## config.mk

```make
export PLATFORM = sky130hd
export DESIGN_NAME = conv_kxk_param_flat
export DESIGN_NICKNAME = d
export VERILOG_FILES = /design/src/rtl/conv_kxk_param_if.sv /design/src/rtl/conv_kxk_param.sv /design/src/flat_wrapper.sv
export SDC_FILE = /design/constraint.sdc
export NUM_CORES = 2
export LEC_CHECK = 0
export CAP_MARGIN = 40
export CORE_UTILIZATION = 43
export CTS_CLUSTER_DIAMETER = 60
export DETAILED_ROUTE_END_ITERATION = 6
export SLEW_MARGIN = 20
export SYNTH_ARGS = -nofsm -noshare
export SYNTH_HDL_FRONTEND = slang
export SYNTH_SLANG_ARGS = --single-unit
```

## constraint.sdc

```tcl
create_clock -name clk -period 13.4 [get_ports clk]
set_clock_uncertainty 0.2 [all_clocks]
set_input_delay 2.01 -clock clk [delete_from_list [all_inputs] [get_ports clk]]
set_output_delay 2.01 -clock clk [all_outputs]
set_load 0.005 [all_outputs]
```

## src/rtl/conv_kxk_param_if.sv

```systemverilog
// Column-stream, coefficient-load and result signals of conv_kxk_param.
// The master side drives columns and coefficients; the slave side is the filter.
interface conv_kxk_param_if #(
  parameter int K      = 3,
  parameter int DATA_W = 8,
  parameter int COEF_W = 16,
  parameter int SUM_W  = DATA_W + COEF_W + $clog2(K * K) + 1
);
  logic                     i_valid;
  logic                     i_sof;
  logic [K*DATA_W-1:0]      i_data;
  logic                     coef_we;
  logic [5:0]               coef_addr;
  logic signed [COEF_W-1:0] coef_data;
  logic                     coef_commit;
  logic                     o_valid;
  logic signed [SUM_W-1:0]  o_sum;
  logic [DATA_W-1:0]        o_pix;

  modport master (
    output i_valid, i_sof, i_data, coef_we, coef_addr, coef_data, coef_commit,
    input  o_valid, o_sum, o_pix
  );

  modport slave (
    input  i_valid, i_sof, i_data, coef_we, coef_addr, coef_data, coef_commit,
    output o_valid, o_sum, o_pix
  );
endinterface

```

## src/rtl/conv_kxk_param.sv

```systemverilog
// K x K streaming convolution: column window, double-buffered coefficients,
// one multiply stage, pipelined adder tree, then round/shift/saturate.
module conv_kxk_param #(
  parameter int K      = 3,
  parameter int DATA_W = 8,
  parameter int COEF_W = 16,
  parameter int SHIFT  = 0
) (
  input  logic           clk,
  input  logic           reset,
  conv_kxk_param_if.slave bus
);
  localparam int KK     = K * K;
  localparam int LVL    = $clog2(KK);
  localparam int NLEAF  = 1 << LVL;
  localparam int SUM_W  = DATA_W + COEF_W + LVL + 1;
  localparam int LAT    = 3 + LVL;
  localparam int PW     = COEF_W + DATA_W + 1;
  localparam int CTR    = (K / 2) * K + K / 2;
  localparam int FILL_W = $clog2(K + 1);
  localparam logic signed [COEF_W-1:0] CRST    = COEF_W'(2 ** SHIFT);
  localparam logic signed [SUM_W:0]    RND     = (SUM_W + 1)'((2 ** SHIFT) / 2);
  localparam logic signed [SUM_W:0]    PIX_MAX = (SUM_W + 1)'((2 ** DATA_W) - 1);

  logic [DATA_W-1:0]        win_q  [K][K];
  logic signed [COEF_W-1:0] shad_q [KK];
  logic signed [COEF_W-1:0] act_q  [KK];
  logic signed [SUM_W-1:0]  leaf_d [NLEAF];
  logic signed [SUM_W-1:0]  tree_q [LVL+1][NLEAF];
  logic [FILL_W-1:0]        fill_q, fill_d;
  logic                     take_d;
  logic [LAT-1:0]           vld_q;
  logic signed [SUM_W-1:0]  sum_q;
  logic [DATA_W-1:0]        pix_q, pix_d;
  logic signed [SUM_W:0]    rnd_sum, shifted;

  always_comb begin
    fill_d = fill_q;
    take_d = 1'b0;
    if (bus.i_valid) begin
      if (bus.i_sof) begin
        fill_d = FILL_W'(1);
      end else if (fill_q != FILL_W'(K)) begin
        fill_d = fill_q + 1'b1;
      end
      take_d = (fill_d == FILL_W'(K));
    end
  end

  always_ff @(posedge clk) begin
    if (reset) begin
      fill_q <= '0;
      for (int unsigned r = 0; r < K; r++)
        for (int unsigned c = 0; c < K; c++)
          win_q[r][c] <= '0;
    end else begin
      fill_q <= fill_d;
      if (bus.i_valid) begin
        for (int unsigned r = 0; r < K; r++) begin
          win_q[r][0] <= bus.i_data[(K-r)*DATA_W-1 -: DATA_W];
          for (int unsigned c = 1; c < K; c++)
            win_q[r][c] <= win_q[r][c-1];
        end
      end
    end
  end

  // Commit copies the pre-write shadow contents, so a same-cycle write stays shadow-only.
  always_ff @(posedge clk) begin
    if (reset) begin
      for (int unsigned i = 0; i < KK; i++) begin
        shad_q[i] <= (i == CTR) ? CRST : '0;
        act_q[i]  <= (i == CTR) ? CRST : '0;
      end
    end else begin
      for (int unsigned i = 0; i < KK; i++) begin
        if (bus.coef_we && bus.coef_addr == 6'(i))
          shad_q[i] <= bus.coef_data;
        if (bus.coef_commit)
          act_q[i] <= shad_q[i];
      end
    end
  end

  always_comb begin
    for (int unsigned i = 0; i < NLEAF; i++)
      leaf_d[i] = '0;
    for (int unsigned r = 0; r < K; r++)
      for (int unsigned c = 0; c < K; c++)
        leaf_d[r*K+c] = SUM_W'(PW'(act_q[r*K+c]) * PW'($signed({1'b0, win_q[r][c]})));
  end

  // Level 0 holds the products; each higher level halves the live entry count.
  always_ff @(posedge clk) begin
    if (reset) begin
      for (int unsigned l = 0; l <= LVL; l++)
        for (int unsigned i = 0; i < NLEAF; i++)
          tree_q[l][i] <= '0;
    end else begin
      for (int unsigned i = 0; i < NLEAF; i++)
        tree_q[0][i] <= leaf_d[i];
      for (int unsigned l = 1; l <= LVL; l++) begin
        for (int unsigned i = 0; i < NLEAF; i++)
          tree_q[l][i] <= '0;
        for (int unsigned i = 0; i < (NLEAF >> l); i++)
          tree_q[l][i] <= tree_q[l-1][2*i] + tree_q[l-1][2*i+1];
      end
    end
  end

  always_comb begin
    rnd_sum = {tree_q[LVL][0][SUM_W-1], tree_q[LVL][0]} + RND;
    shifted = rnd_sum >>> SHIFT;
    if (shifted[SUM_W])
      pix_d = '0;
    else if (shifted > PIX_MAX)
      pix_d = '1;
    else
      pix_d = shifted[DATA_W-1:0];
  end

  always_ff @(posedge clk) begin
    if (reset) begin
      vld_q <= '0;
      sum_q <= '0;
      pix_q <= '0;
    end else begin
      vld_q <= {vld_q[LAT-2:0], take_d};
      sum_q <= tree_q[LVL][0];
      pix_q <= pix_d;
    end
  end

  assign bus.o_valid = vld_q[LAT-1];
  assign bus.o_sum   = sum_q;
  assign bus.o_pix   = pix_q;
endmodule

```

## src/flat_wrapper.sv

```systemverilog
// flat-port wrapper written by rule: the top's interface ports become plain ports
module conv_kxk_param_flat 
#(
  parameter int K      = 3,
  parameter int DATA_W = 8,
  parameter int COEF_W = 16,
  parameter int SHIFT  = 0
)
  (clk, reset, bus_i_valid, bus_i_sof, bus_i_data, bus_coef_we, bus_coef_addr, bus_coef_data, bus_coef_commit, bus_o_valid, bus_o_sum, bus_o_pix);
  conv_kxk_param_if #(.K(K), .DATA_W(DATA_W), .COEF_W(COEF_W)) bus_i ();
  input  logic clk;
  input  logic reset;
  input wire logic [$bits(bus_i.i_valid)-1:0] bus_i_valid;
  input wire logic [$bits(bus_i.i_sof)-1:0] bus_i_sof;
  input wire logic [$bits(bus_i.i_data)-1:0] bus_i_data;
  input wire logic [$bits(bus_i.coef_we)-1:0] bus_coef_we;
  input wire logic [$bits(bus_i.coef_addr)-1:0] bus_coef_addr;
  input wire logic [$bits(bus_i.coef_data)-1:0] bus_coef_data;
  input wire logic [$bits(bus_i.coef_commit)-1:0] bus_coef_commit;
  output wire logic [$bits(bus_i.o_valid)-1:0] bus_o_valid;
  output wire logic [$bits(bus_i.o_sum)-1:0] bus_o_sum;
  output wire logic [$bits(bus_i.o_pix)-1:0] bus_o_pix;
  assign bus_i.i_valid = bus_i_valid;
  assign bus_i.i_sof = bus_i_sof;
  assign bus_i.i_data = bus_i_data;
  assign bus_i.coef_we = bus_coef_we;
  assign bus_i.coef_addr = bus_coef_addr;
  assign bus_i.coef_data = bus_coef_data;
  assign bus_i.coef_commit = bus_coef_commit;
  assign bus_o_valid = bus_i.o_valid;
  assign bus_o_sum = bus_i.o_sum;
  assign bus_o_pix = bus_i.o_pix;
  conv_kxk_param #(.K(K), .DATA_W(DATA_W), .COEF_W(COEF_W), .SHIFT(SHIFT)) u_core (.clk(clk), .reset(reset), .bus(bus_i));
endmodule
```

==> results.py <==
metrics = {
    "logic_synthesis": {
        "yosysTopAreaCellShare_pct": 23.39,
        "synth_cells": 8294,
        "ys_seq_elements": 938,
        "synth_edf_count": 360,
        "yosys_warnings": 0,
        "synth_area_sq_um": 79260,
        "postSynthAreaPerCell_sq_um": 9.556,
        "synth_nets": 9934,
        "synth_flop_cell": "dfxtp_1",
        "synthArstFlopShare_pct": 0,
        "synthMostInstantiatedCell": "inv_1",
        "synth_common_cells": "inv_1, fa_1, and2_1",
        "yosys-top-cells-area": "fa_1, dfxtp_1, edfxtp_1",
        "yosys.cell_types.count": 83,
        "synth_top_area_cell": "fa_1",
        "yosysSeqAreaShare_pct": 28.24,
    },
    "hold_path": {
        "hp-class": "register to register",
    },
    "pwr": {
        "irDropWorstVdd_uv": 121.4,
        "clockPowerShare_pct": 28.2,
        "p_seq_share_pct": 34.6,
        "switchingPower_uw": 4289,
        "power_density_nw_per_um2": 131.1,
        "switching_share_pct": 37.65,
        "p_leak_uw": 0.04219,
        "power_frac_comb_pct": 37.2,
        "p_int_uw": 7104,
    },
    "setup_path": {
        "cp.arrival_ps": 6420,
        "cp_slowest_cell": "edfxtp_1",
        "start_kind": "register",
        "criticalPathCategory": "register to register",
        "path_buf_inv": 3,
        "crit_family": "adder cells",
        "required_ps": 13820,
        "cp_common_cell": "fa_1",
        "critPathMaxFanout": 16,
        "slowest_delay_ps": 770,
        "end_kind": "register",
        "path_cells": "nand2_1, fa_1, inv_1, fa_1, fa_1, inv_1, fa_1, inv_1, ha_1, o21ai_0, a21boi_1, a2111oi_0, o31ai_1, a41oi_1, o21ai_1, xnor2_1, nor2_1",
    },
    "clock_tree": {
        "cts-root-buf": "clkbuf_16",
        "cts_tree": "built",
        "cts_made_buffers": 114,
        "clk_path_buf_depth": 3,
        "cts.sinks": 938,
        "clkLatencyLatePin_ps": 770,
        "clkTransAtPathRegs_ps": 60,
        "cts_setup_buffers": 0,
        "cts_hold_buffers": 0,
        "cts_resized": 0,
        "htreeDepth": 3,
    },
    "place": {
        "io_buffers": 89,
        "dp_hpwl_mm": 154.6,
        "gp_congestion": 0.8801,
        "place_ws_ps": 7402,
    },
    "timing": {
        "slew_headroom_pct": 41.28,
        "finalSetupViolCount": 0,
        "min_period_ps": 6000,
        "slew_violations": 0,
        "setup_ws_ps": 7400,
        "grt_setup_unrepaired": "false",
        "hold_violations": 0,
        "max_freq_mhz": 166.7,
        "max_slew.worst_pin.slew_ps": 880.8,
        "setup_tns_ps": 0,
        "final.period_utilization_pct": 44.77,
    },
    "floorplan": {
        "initial_utilization_pct": 43.29,
        "chipHeight_microns": 431.3,
        "core_area_sq_um": 183100,
        "fp-row-count": 157,
        "io_pins": 90,
        "die-area_sq_um": 186000,
        "die_x_microns": 431.3,
    },
    "routing": {
        "drt_iter0_drc": 3288,
        "viasPerCell": 5.071,
        "first_pass_iters": 5,
        "wl_mm": 192.2,
        "drcViolationCount": 0,
        "wl_per_cell_microns": 17.67,
        "antenna_left": 0,
        "num_vias": 55160,
    },
    "cells_and_area": {
        "area_growth_pct": 9.656,
        "drive_gt1_share_pct": 3.402,
        "fin_util_pct": 47.47,
        "num-nets-final": 9949,
    },
    "global_route": {
        "grt_usage_pct": 20.90,
        "grt_pass1_wl_mm": 309.4,
        "grt_overflow_total": 0,
        "grt_max_degree": 196,
        "first_global_vias": 56560,
        "antenna_found_initial": 19,
    },
    "job": {
        "maxCapViolCount": 0,
    },
    "status": {
        "status": "finished clean",
    },
}
## worst register-to-register path, delay by kind of cell (launching register included)
kind                     cells  cell delay (ps)
XOR/XNOR                     1              150
AO/OA/AOI/OAI                6             1950
adder cells (fa/ha/maj)      5             2390
AND/OR/NAND/NOR              2              230
flip-flops                   1              770
buffers and inverters        3              150
## per-layer routing
layer / vias to the layer above / share of wire (%) / GRT usage (%)
li1: 26510 / - / -
met1: 27220 / 48 / 30.14
met2: 1198 / 45 / 33.24
met3: 228 / 4.9 / 2.688
met4: 0 / 2.1 / 5.011
met5: - / 0 / 0
## flip-flops by register name, indices dropped and copies added, names as in the netlist
name,flops
u_core.win_q,72
u_core.fill_q,2
u_core.tree_q,532
u_core.vld_q,7
u_core.act_q,144
u_core.bus.o_pix,8
u_core.bus.o_sum,29
u_core.shad_q,144
## through the flow
| step | instance area [sq um] | power, uW | hold WS [ps] | instances |
|---|---|---|---|---|
| floorplan | 79260 | 6941 | 213.8 | 8294 |
| global placement | 82590 | 8163 | 219.9 | 10640 |
| detailed placement | 82730 | 8208 | 220.4 | 10650 |
| CTS | 86800 | 11480 | 235.6 | 10870 |
| global route | 86900 | 12210 | 245.5 | 10870 |
| finish | 86910 | 11390 | 228.4 | 10880 |
## cell families after synthesis
kind of cell | count (synthesis) | synth area share [%]
buffers and inverters | 1650 | 7.817
adder cells (fa/ha/maj) | 1588 | 33.84
multiplexers | 23 | 0.3220
AND/OR/NAND/NOR | 2707 | 17.44
AO/OA/AOI/OAI | 1084 | 8.981
XOR/XNOR | 304 | 3.359
flip-flops | 938 | 28.24
## final timing paths
check	startpoint	end	slack (ps)	depth (start not counted)
setup / recovery	u_core.win_q[0][24]	u_core.tree_q[0][110]	7400	17
hold / removal	u_core.tree_q[0][9]	u_core.tree_q[0][386]	230	1
setup reg to reg	u_core.win_q[0][24]	u_core.tree_q[0][110]	7400	17
hold reg to reg	u_core.tree_q[0][9]	u_core.tree_q[0][386]	230	1
## cell usage in the layout, fill, tap and decap left out, types with 26 or more instances in the layout
master           instances
inv_1                 1424
fa_1                   926
and2_1                 864
nand2_1                724
ha_1                   662
dfxtp_1                578
nor2_1                 459
edfxtp_1               360
a21oi_1                289
nor2b_1                218
a21o_1                 189
o21ai_0                171
xnor2_1                169
xor2_1                 135
nor3_1                 124
clkbuf_16              118
clkdlybuf4s50_1         88
nand3_1                 66
and3_1                  59
a211oi_1                53
a31oi_1                 48
o21a_1                  48
o21bai_1                48
nand2b_1                43
nand4_1                 38
o21ai_1                 28
o211ai_1                26
## power groups by stage
stage	combinational [uW]	sequential (uW)	clock [uW]
global route	4820	3980	3400
global placement	4170	3990	0
finish	4240	3940	3210
floorplan	3250	3700	0
detailed placement	4210	3990	0
CTS	4250	3940	3290
## area by class of cell
cell class              instances  area [sq um]
repair buffers                124          1308
clock inverters                66         884.6
diodes                          5         12.51
well taps                    2464          3083
fillers                     17360         96170
multi-input cells            5706         50710
clock buffers                 148          3187
flip-flops and latches        938         22380
inverters                    1425          5350
(Power assumes the default switching activity.)
